==> src/rtl/comparator_pkg.sv <==
// Shared width default and named three-way compare result codes.
package comparator_pkg;

   localparam int unsigned DEFAULT_WIDTH = 16;

   // Result codes as signed integers; cast to the operand width when used (-1 becomes all-ones).
   localparam int EQUAL   = 0;
   localparam int GREATER = 1;
   localparam int LESS    = -1;

endpackage : comparator_pkg

==> src/rtl/comparator_core.sv <==
// Combinational magnitude comparator producing one-hot eq/gt/lt flags.
module comparator_core
   import comparator_pkg::*;
#(
   parameter int unsigned WIDTH = DEFAULT_WIDTH
) (
   input  logic [WIDTH-1:0] num1_i,
   input  logic [WIDTH-1:0] num2_i,
   input  logic             is_signed_i,
   output logic             eq_o,
   output logic             gt_o,
   output logic             lt_o
);

   logic gt_signed;
   logic gt_unsigned;

   always_comb begin
      gt_signed   = $signed(num1_i) > $signed(num2_i);
      gt_unsigned = num1_i > num2_i;
      eq_o        = (num1_i == num2_i);
      gt_o        = is_signed_i ? gt_signed : gt_unsigned;
      // Equality is mode-independent, so less-than is simply "neither".
      lt_o        = !eq_o && !gt_o;
   end

endmodule : comparator_core

==> src/rtl/comparator.sv <==
// Registered three-way comparator: one-cycle latency, result code encoded from the flags.
module comparator
   import comparator_pkg::*;
#(
   parameter int unsigned WIDTH = DEFAULT_WIDTH
) (
   input  logic             clk,
   input  logic             rst,
   input  logic             in_valid,
   input  logic             is_signed,
   input  logic [WIDTH-1:0] num1,
   input  logic [WIDTH-1:0] num2,
   output logic [WIDTH-1:0] result,
   output logic             out_valid,
   output logic             eq,
   output logic             gt,
   output logic             lt
);

   logic             eq_d;
   logic             gt_d;
   logic             lt_d;
   logic [WIDTH-1:0] result_d;

   logic [WIDTH-1:0] result_q;
   logic             out_valid_q;
   logic             eq_q;
   logic             gt_q;
   logic             lt_q;

   comparator_core #(
      .WIDTH(WIDTH)
   ) u_core (
      .num1_i      (num1),
      .num2_i      (num2),
      .is_signed_i (is_signed),
      .eq_o        (eq_d),
      .gt_o        (gt_d),
      .lt_o        (lt_d)
   );

   always_comb begin
      result_d = WIDTH'(EQUAL);
      if (gt_d) begin
         result_d = WIDTH'(GREATER);
      end else if (lt_d) begin
         result_d = WIDTH'(LESS);
      end
   end

   // Flags and code update only on accepted operands; they hold while idle.
   always_ff @(posedge clk) begin
      if (rst) begin
         result_q    <= WIDTH'(EQUAL);
         out_valid_q <= 1'b0;
         eq_q        <= 1'b1;
         gt_q        <= 1'b0;
         lt_q        <= 1'b0;
      end else begin
         out_valid_q <= in_valid;
         if (in_valid) begin
            result_q <= result_d;
            eq_q     <= eq_d;
            gt_q     <= gt_d;
            lt_q     <= lt_d;
         end
      end
   end

   assign result    = result_q;
   assign out_valid = out_valid_q;
   assign eq        = eq_q;
   assign gt        = gt_q;
   assign lt        = lt_q;

endmodule : comparator

==> config.mk <==
export PLATFORM = sky130hd
export DESIGN_NAME = comparator
export DESIGN_NICKNAME = d
export VERILOG_FILES = /design/src/rtl/comparator_pkg.sv /design/src/rtl/comparator_core.sv /design/src/rtl/comparator.sv
export SDC_FILE = /design/constraint.sdc
export NUM_CORES = 1
export LEC_CHECK = 0
export CAP_MARGIN = 20
export CORE_MARGIN = 5
export CORE_UTILIZATION = 31
export DETAILED_ROUTE_END_ITERATION = 8
export GPL_TIMING_DRIVEN = 1
export PLACE_DENSITY = 0.83
export RECOVER_POWER = 25
export SLEW_MARGIN = 20
export SYNTH_ARGS = -nofsm -noshare
export SYNTH_HDL_FRONTEND = slang
export SYNTH_SLANG_ARGS = --single-unit
==> constraint.sdc <==
create_clock -name clk -period 2.15 [get_ports clk]
set_clock_uncertainty 0.2 [all_clocks]
set_input_delay 0.645 -clock clk [delete_from_list [all_inputs] [get_ports clk]]
set_output_delay 0.645 -clock clk [all_outputs]
set_load 0.02 [all_outputs]
* Word-level counts from Yosys, hierarchy flattened
Index checks and enable logic that the tools add are counted.
Operators by class: reductions and logical operators 3, equal/unequal tests 1, mux-type cells 3, order comparisons 2
Operators by type and width (number):
- > comparator 16 bit | 2
- 2-to-1 mux 16 bit | 2
- == test 16 bit | 1
- zero test 1 bit | 2
- logical AND 1 bit | 1
- 2-to-1 mux 1 bit | 1
Storage, ports and cells: input port bits 36, word-level logic and storage cells 14, flip-flop bits (word level) 20

* Logic depth before layout (Yosys ltp)
Gate-level depths: netlist of run 1.
depth in word-level cells 6, mapped depth 7, mapped depth without buffers 7

* Hierarchy
Synthesis of run 1 repeated with hierarchy kept, for this count alone.
Second synthesis, totals: cell total of the unflattened synthesis 97, area, all modules 780.7 um^2
Modules (own cells, without submodules):
- comparator_core | seq. area each 0.0 um^2, cells each 63, area an instance 456.7 um^2, times used 1
- comparator | seq. area each 120.1 um^2, cells each 34, area an instance 324.1 um^2, times used 1

* Least setup slack after synthesis of run 1
Ideal clock, no wire load.
kind input to register, from input port num2[15], to register gt_q, in the netlist gt, path slack 0.032 ns, path buffers 0, library setup time 0.129 ns, arrival time 1.789 ns, stages 7, data required time 1.821 ns, cell sequence inv_1 ha_1 nand4_4 o41ai_2 nor3b_1 nand4_1 nand3_1
Between the ends: word-level cells in the longest chain between the ends 2, elaborated cells on any way between the ends 3, classes of those cells order compare (2); mux (1)
RTL lines:
- start, declared | line comparator.sv:12 | input logic [WIDTH-1:0] num2,
- > comparator 16 bit, on equally long branches | line comparator_core.sv:20, comparator_core.sv:19
- 2-to-1 mux 1 bit * | line comparator_core.sv:22 | gt_o = is_signed_i ? gt_signed : gt_unsigned;
- end signal, assigned | line comparator.sv:64 | gt_q <= gt_d;
- end, declared | line comparator.sv:28 | logic gt_q;
Mark *: on every way between the ends. The rest lies on a longest branch, timed or not. A chain may end at the register's enable or synchronous reset.

==> results of run 1 <==
through the flow:
step                      cell area (µm²)  setup TNS [ns]  worst slack, ns  hold WS (ns)
after floorplan                       757               0           0.0321         0.325
after global placement               1260           -1.69           -0.463         0.241
after detailed placement             1260           -2.05           -0.592         0.242
after CTS                            1420               0           0.0115         0.252
after global routing                 1490        -0.00303         -0.00303         0.282
final                                1490               0           0.0496         0.248
sequential cells by signal, indices dropped and copies added, names as in the netlist:
register   cells
result         2
gt             1
out_valid      1
eq             1
kinds of logic after synthesis:
kind of cell | Yosys count | share of synthesized area (%)
buf+inv | 33 | 23.8
compound gates | 22 | 18.7
simple gates | 22 | 17.9
fa+ha+maj | 16 | 26.4
flops | 5 | 13.2
final timing paths:
kind           endpoint  slack [ns]  cells past startpoint
max                  gt        0.05                      6
min           result[0]        0.25                      1
max reg2reg  result[14]        1.27                      2
min reg2reg   result[0]        0.25                      1
timing repair:
item,CTS,global route
hold endpoints to repair,0,0
resized for setup,76,37
hold buffers,0,0
cloned,0,0
setup endpoints to repair,20,2
pin swaps,20,25
buffers inserted,4,4
worst reg2reg max path, delay by kind of cell (launching register included):
family,cells,cell delay [ns]
flops,1,0.44
simple gates,2,0.18
placed cells by master, fill, tap and decap left out, drive strengths merged:
| master | count |
|---|---|
| dlygate4sd2 | 28 |
| inv | 18 |
| ha | 16 |
| clkdlybuf4s15 | 12 |
| buf | 12 |
| clkbuf | 12 |
| a21oi | 9 |
| clkdlybuf4s50 | 6 |
| nand4 | 6 |
| nand2 | 5 |
| o21ai | 5 |
| dfxtp | 5 |
| o21a | 2 |
| a21o | 2 |
| and2b | 2 |
| o31ai | 2 |
| nand3 | 2 |
| nor2 | 2 |
| nor4 | 1 |
| nor2b | 1 |
| o211a | 1 |
| nor3 | 1 |
| o41ai | 1 |
| nor3b | 1 |
| nand2b | 1 |
| dlygate4sd3 | 1 |
area by class of cell:
cell class,instances,area (µm²)
Fill cell,220,925
Multi-Input combinational cell,60,683
Timing Repair Buffer,67,569
Sequential cell,5,101
Inverter,18,67.6
Tap cell,30,37.5
Clock buffer,4,26.3
where the power goes:
part	leakage, nW	internal, W	total (W)	switching [W]
Clock	0.0150	0.0000705	0.000115	0.0000441
Combinational	0.674	0.000153	0.000305	0.000152
Sequential	0.0420	0.000101	0.000110	0.00000858
Total	0.731	0.000325	0.000529	0.000205
per-layer routing:
metal | up-vias | GRT usage, %
li1 | 436 | -
met1 | 393 | 14.8
met3 | 5 | 5.23
met4 | 0 | 6.47
met2 | 40 | 24.5
met5 | - | 0
==> results.sh, run 1 <==
export IMPL_antenna_found_initial=0
export IMPL_wl_met2_um=1380
export IMPL_finalHoldViolCount=0
export IMPL_finalNetCount=207
export IMPL_routed_wl_um=2570
export IMPL_route_detailed_drc=0
export IMPL_syn_area_um2=757
export IMPL_clk_insertion_delay_late_ns=0.25
export IMPL_cts_tree="done"
export IMPL_die_area_um2=3530
export IMPL_slowest_delay_ns=0.55
export IMPL_cts_clk_slew_worst_paths_ns=0.04
export IMPL_outcome="completed"
export IMPL_clk_path_buf_depth=2
export IMPL_layout_cells_non_filler=184
export IMPL_critPathArrivalTime_ns=2.09
export IMPL_area_growth_syn_to_layout_pct=96.2
export IMPL_htree_levels=1
export IMPL_cts_sinks=5
export IMPL_synth_top_area_share_pct=26.4
export IMPL_crit_family="simple AND/OR/NAND/NOR gates"
export IMPL_synth_edf_count=0
export IMPL_clockRootBuffer="clkbuf_4"
export IMPL_fp_dieH_um=59.4
export IMPL_fmax_ghz=0.476
export IMPL_setup_violations_final=0
export IMPL_grt_use_total_pct=14.0
export IMPL_p_leak_nw=0.731
export IMPL_path_cells="dlygate4sd3_1, and2b_1, o41ai_4, nor3b_2, nand4_1, nand3_1"
export IMPL_placedCellCount=172
export IMPL_synth_most_common_cell="inv_1"
export IMPL_cp_num_buf_inv=1
export IMPL_netlist_top_cells_count="inv_1, ha_1, buf_4"
export IMPL_drv_slew=0
export IMPL_hp_start="result[0]"
export IMPL_synth_largest_area_cell="ha_1"
export IMPL_finalPower_w=0.000529
export IMPL_initialDrtViolationCount=18
export IMPL_yosys_warnings=0
export IMPL_crit_path_end_kind="register"
export IMPL_critPathLaunchType="primary input"
export IMPL_top_layer_used="met4"
export IMPL_row_count=18
export IMPL_synth_nets=150
export IMPL_grt_overflow_total=0
export IMPL_max_slew_margin_pct=77.8
export IMPL_hold_class="reg -> reg"
export IMPL_grt_pass1_wl_um=3750
export IMPL_post_drt_wl_per_cell_um=14.0
export IMPL_finalCritPeriodShare_pct=97.7
export IMPL_synth_flop_cell="dfxtp_1"
export IMPL_ios=56
export IMPL_syn_inst=98
export IMPL_cts_made_buffers=3
export IMPL_yosysUniqueCellTypes=22
export IMPL_grt_pass1_vias=877
export IMPL_dr_wl_met3_um=227
export IMPL_max_vdd_ir_drop_mv=0.348
export IMPL_core_area_um2=2410
export IMPL_crit_type="in -> reg"
export IMPL_grt_max_degree=18
export IMPL_r2r_start="result[14]"
export IMPL_vias=874
export IMPL_dr_pass1_iters=4
export IMPL_cp_data_required_time_ns=2.14
export IMPL_die_w_um=59.4
export IMPL_viasPerCell=4.75
export IMPL_n_antenna_cell=0
export IMPL_gp_congestion=0.735
export IMPL_synthTopCellsByArea="ha_1, buf_4, dfxtp_1"
export IMPL_met1_length_um=929
export IMPL_syn_avg_cell_area_um2=7.72
export IMPL_critPathSlowestCell="dlygate4sd3_1"
export IMPL_final_core_util_pct=61.6
export IMPL_synth_seq_cells=5
export IMPL_io_buffers=55
export IMPL_drtAntennaViolNets=0
export IMPL_tightest_slew_ns=0.332
export IMPL_drive_gt1_share_pct=37.0
export IMPL_post_dp_hpwl_um=1930
export IMPL_power_density_nw_per_um2=356
export IMPL_crit_fanout=2
export IMPL_crit_start="rst"
export IMPL_seq_area_frac_synth_pct=13.2
export IMPL_start_util_pct=31.4
export IMPL_fin_crit_ns=2.10
export IMPL_synth_async_reset_ratio_pct=0
export IMPL_cap_violations=0
No activity file was read; power rests on OpenSTA's default activity.
==> inputs of run 2 (changes only) <==
CTS_CLUSTER_SIZE = 28   (was unset)
==> results of run 2 <==
Final layout, timing and power as in run 1 (identical DEF).
==> inputs of run 3 (changes only) <==
CORE_MARGIN = 2   (was 5)
==> run 3 against run 2 <==
  * Worst setup slack improved by 0.0040 ns
  * Wire length is 9.4% higher
  * Fmax increased by 0.19%
  * Count of clock-buffer cells in the layout unchanged
  * Sequential share of layout area barely moved
  * Sequential cell count did not move
  * Critical path depth increased by 1
  * Combinational power increased by 6.9%
==> results.sh, run 3 (synthesized netlist as in run 1, its figures left out) <==
export IMPL_cap_violations=0
export IMPL_drtAntennaViolNets=0
export IMPL_grt_pass1_wl_um=3940
export IMPL_clk_insertion_delay_late_ns=0.24
export IMPL_dr_pass1_iters=4
export IMPL_vias=930
export IMPL_clk_path_buf_depth=2
export IMPL_tightest_slew_ns=0.329
export IMPL_htree_levels=1
export IMPL_area_growth_syn_to_layout_pct=92.9
export IMPL_finalCritPeriodShare_pct=97.5
export IMPL_cp_data_required_time_ns=2.07
export IMPL_max_vdd_ir_drop_mv=0.320
export IMPL_row_count=17
export IMPL_p_switching_w=0.000211
export IMPL_grt_pass1_vias=984
export IMPL_cts_tree="done"
export IMPL_placedCellCount=171
export IMPL_cts_clk_slew_worst_paths_ns=0.05
export IMPL_pwr_share_clk_pct=20.4
export IMPL_finalHoldViolCount=0
export IMPL_power_frac_comb_pct=60.3
export IMPL_layout_cells_non_filler=185
export IMPL_regArea_um2=100
export IMPL_die_area_um2=2850
export IMPL_clockRootBuffer="clkbuf_4"
export IMPL_fin_crit_ns=2.10
export IMPL_grt_overflow_total=0
export IMPL_finalPower_w=0.000541
export IMPL_crit_fanout=4
export IMPL_p_int_w=0.000330
export IMPL_max_slew_margin_pct=78.0
export IMPL_p_seq_share_pct=19.3
export IMPL_route_detailed_drc=0
export IMPL_setup_violations_final=0
export IMPL_viasPerCell=5.03
export IMPL_n_antenna_cell=0
export IMPL_critPathArrivalTime_ns=2.01
export IMPL_p_leak_nw=0.730
export IMPL_post_drt_wl_per_cell_um=15.2
export IMPL_core_area_um2=2250
export IMPL_fmax_ghz=0.477
export IMPL_largest_register_ffs=2
export IMPL_fin_setup_tns_ns=0
export IMPL_crit_path_end_kind="register"
export IMPL_initialDrtViolationCount=9
export IMPL_antenna_found_initial=0
export IMPL_critPathLaunchType="primary input"
export IMPL_power_density_nw_per_um2=370
export IMPL_die_w_um=53.4
export IMPL_cts_sinks=5
export IMPL_start_util_pct=33.6
export IMPL_cts_made_buffers=3
export IMPL_gp_congestion=0.721
export IMPL_outcome="completed"
export IMPL_ios=56
export IMPL_finalNetCount=210
export IMPL_filler_cell_count=212
export IMPL_final_core_util_pct=64.8
export IMPL_cts_hold_repair_buffers=0
export IMPL_multi_input_area_um2=704
export IMPL_crit_type="in -> reg"
export IMPL_drv_slew=0
export IMPL_routed_wl_um=2820
export IMPL_switching_share_pct=39.0
export IMPL_post_dp_hpwl_um=1860
export IMPL_grt_max_degree=18
export IMPL_fp_dieH_um=53.4
export IMPL_hold_class="reg -> reg"
export IMPL_layout_commonest_cell="clkbuf_2"
export IMPL_io_buffers=55
export IMPL_layout_common_cells="clkbuf_2, dlygate4sd2_1, inv_2, ha_4, buf_4"
export IMPL_drive_gt1_share_pct=51.0
export IMPL_grt_use_total_pct=19.0
run 3: power groups by stage:
stage	Clock (W)	Sequential, W	Combinational, W
2_1_floorplan	0	0.000121	0.000155
4_1_cts	0.000114	0.000106	0.000306
3_5_place_dp	0	0.000107	0.000302
5_1_grt	0.000122	0.000105	0.000353
3_3_place_gp	0	0.000107	0.000291
6_report	0.000110	0.000104	0.000326
run 3: worst paths after layout:
check                                 from  slack [ns]  cells past startpoint          to
worst max-delay path              num1[14]        0.05                      7          gt
worst min-delay path             result[0]        0.28                      1   result[0]
worst max register to register  result[14]        1.19                      3  result[14]
worst min register to register   result[0]        0.28                      1   result[0]
run 3: routing by layer:
layer | global-route usage [%] | part of all wire, % | wire length [µm] | vias up
li1 | - | - | - | 440
met1 | 15.5 | 33 | 937 | 433
met2 | 39.3 | 58 | 1620 | 43
met3 | 3.95 | 4.7 | 131 | 14
met4 | 12.0 | 4.5 | 127 | 0
met5 | 0 | 0 | 0 | -
run 3: final cells by class:
class                           count  share of cell area [%]
Clock buffer                        4                    1.80
Multi-Input combinational cell     60                    48.2
Timing Repair Buffer               70                    36.1
Inverter                           18                    4.63
Tap cell                           28                    2.40
Sequential cell                     5                    6.86
run 3: metrics by stage:
stage | hold slack (ns) | area (µm²) | setup slack [ns]
after floorplan | 0.325 | 757 | 0.0321
after global placement | 0.247 | 1280 | -0.451
after detailed placement | 0.270 | 1280 | -0.558
after CTS | 0.279 | 1470 | 0.0147
after global routing | 0.301 | 1460 | -0.00976
final | 0.278 | 1460 | 0.0537
run 3: worst max-delay path: stages:
cell and delay (ns):
clkdlybuf4s15_1 0.22, ha_4 0.30, nand4_4 0.11, o41ai_4 0.44, nor3b_2 0.11, nand4_1 0.10, nand3_1 0.07
run 3: timing repair:
item | in CTS | in global routing
gates resized for setup | 80 | 62
pin swaps | 17 | 22
buffers inserted | 4 | 6
endpoints found under the setup margin | 20 | 3
hold endpoints to repair | 0 | 0
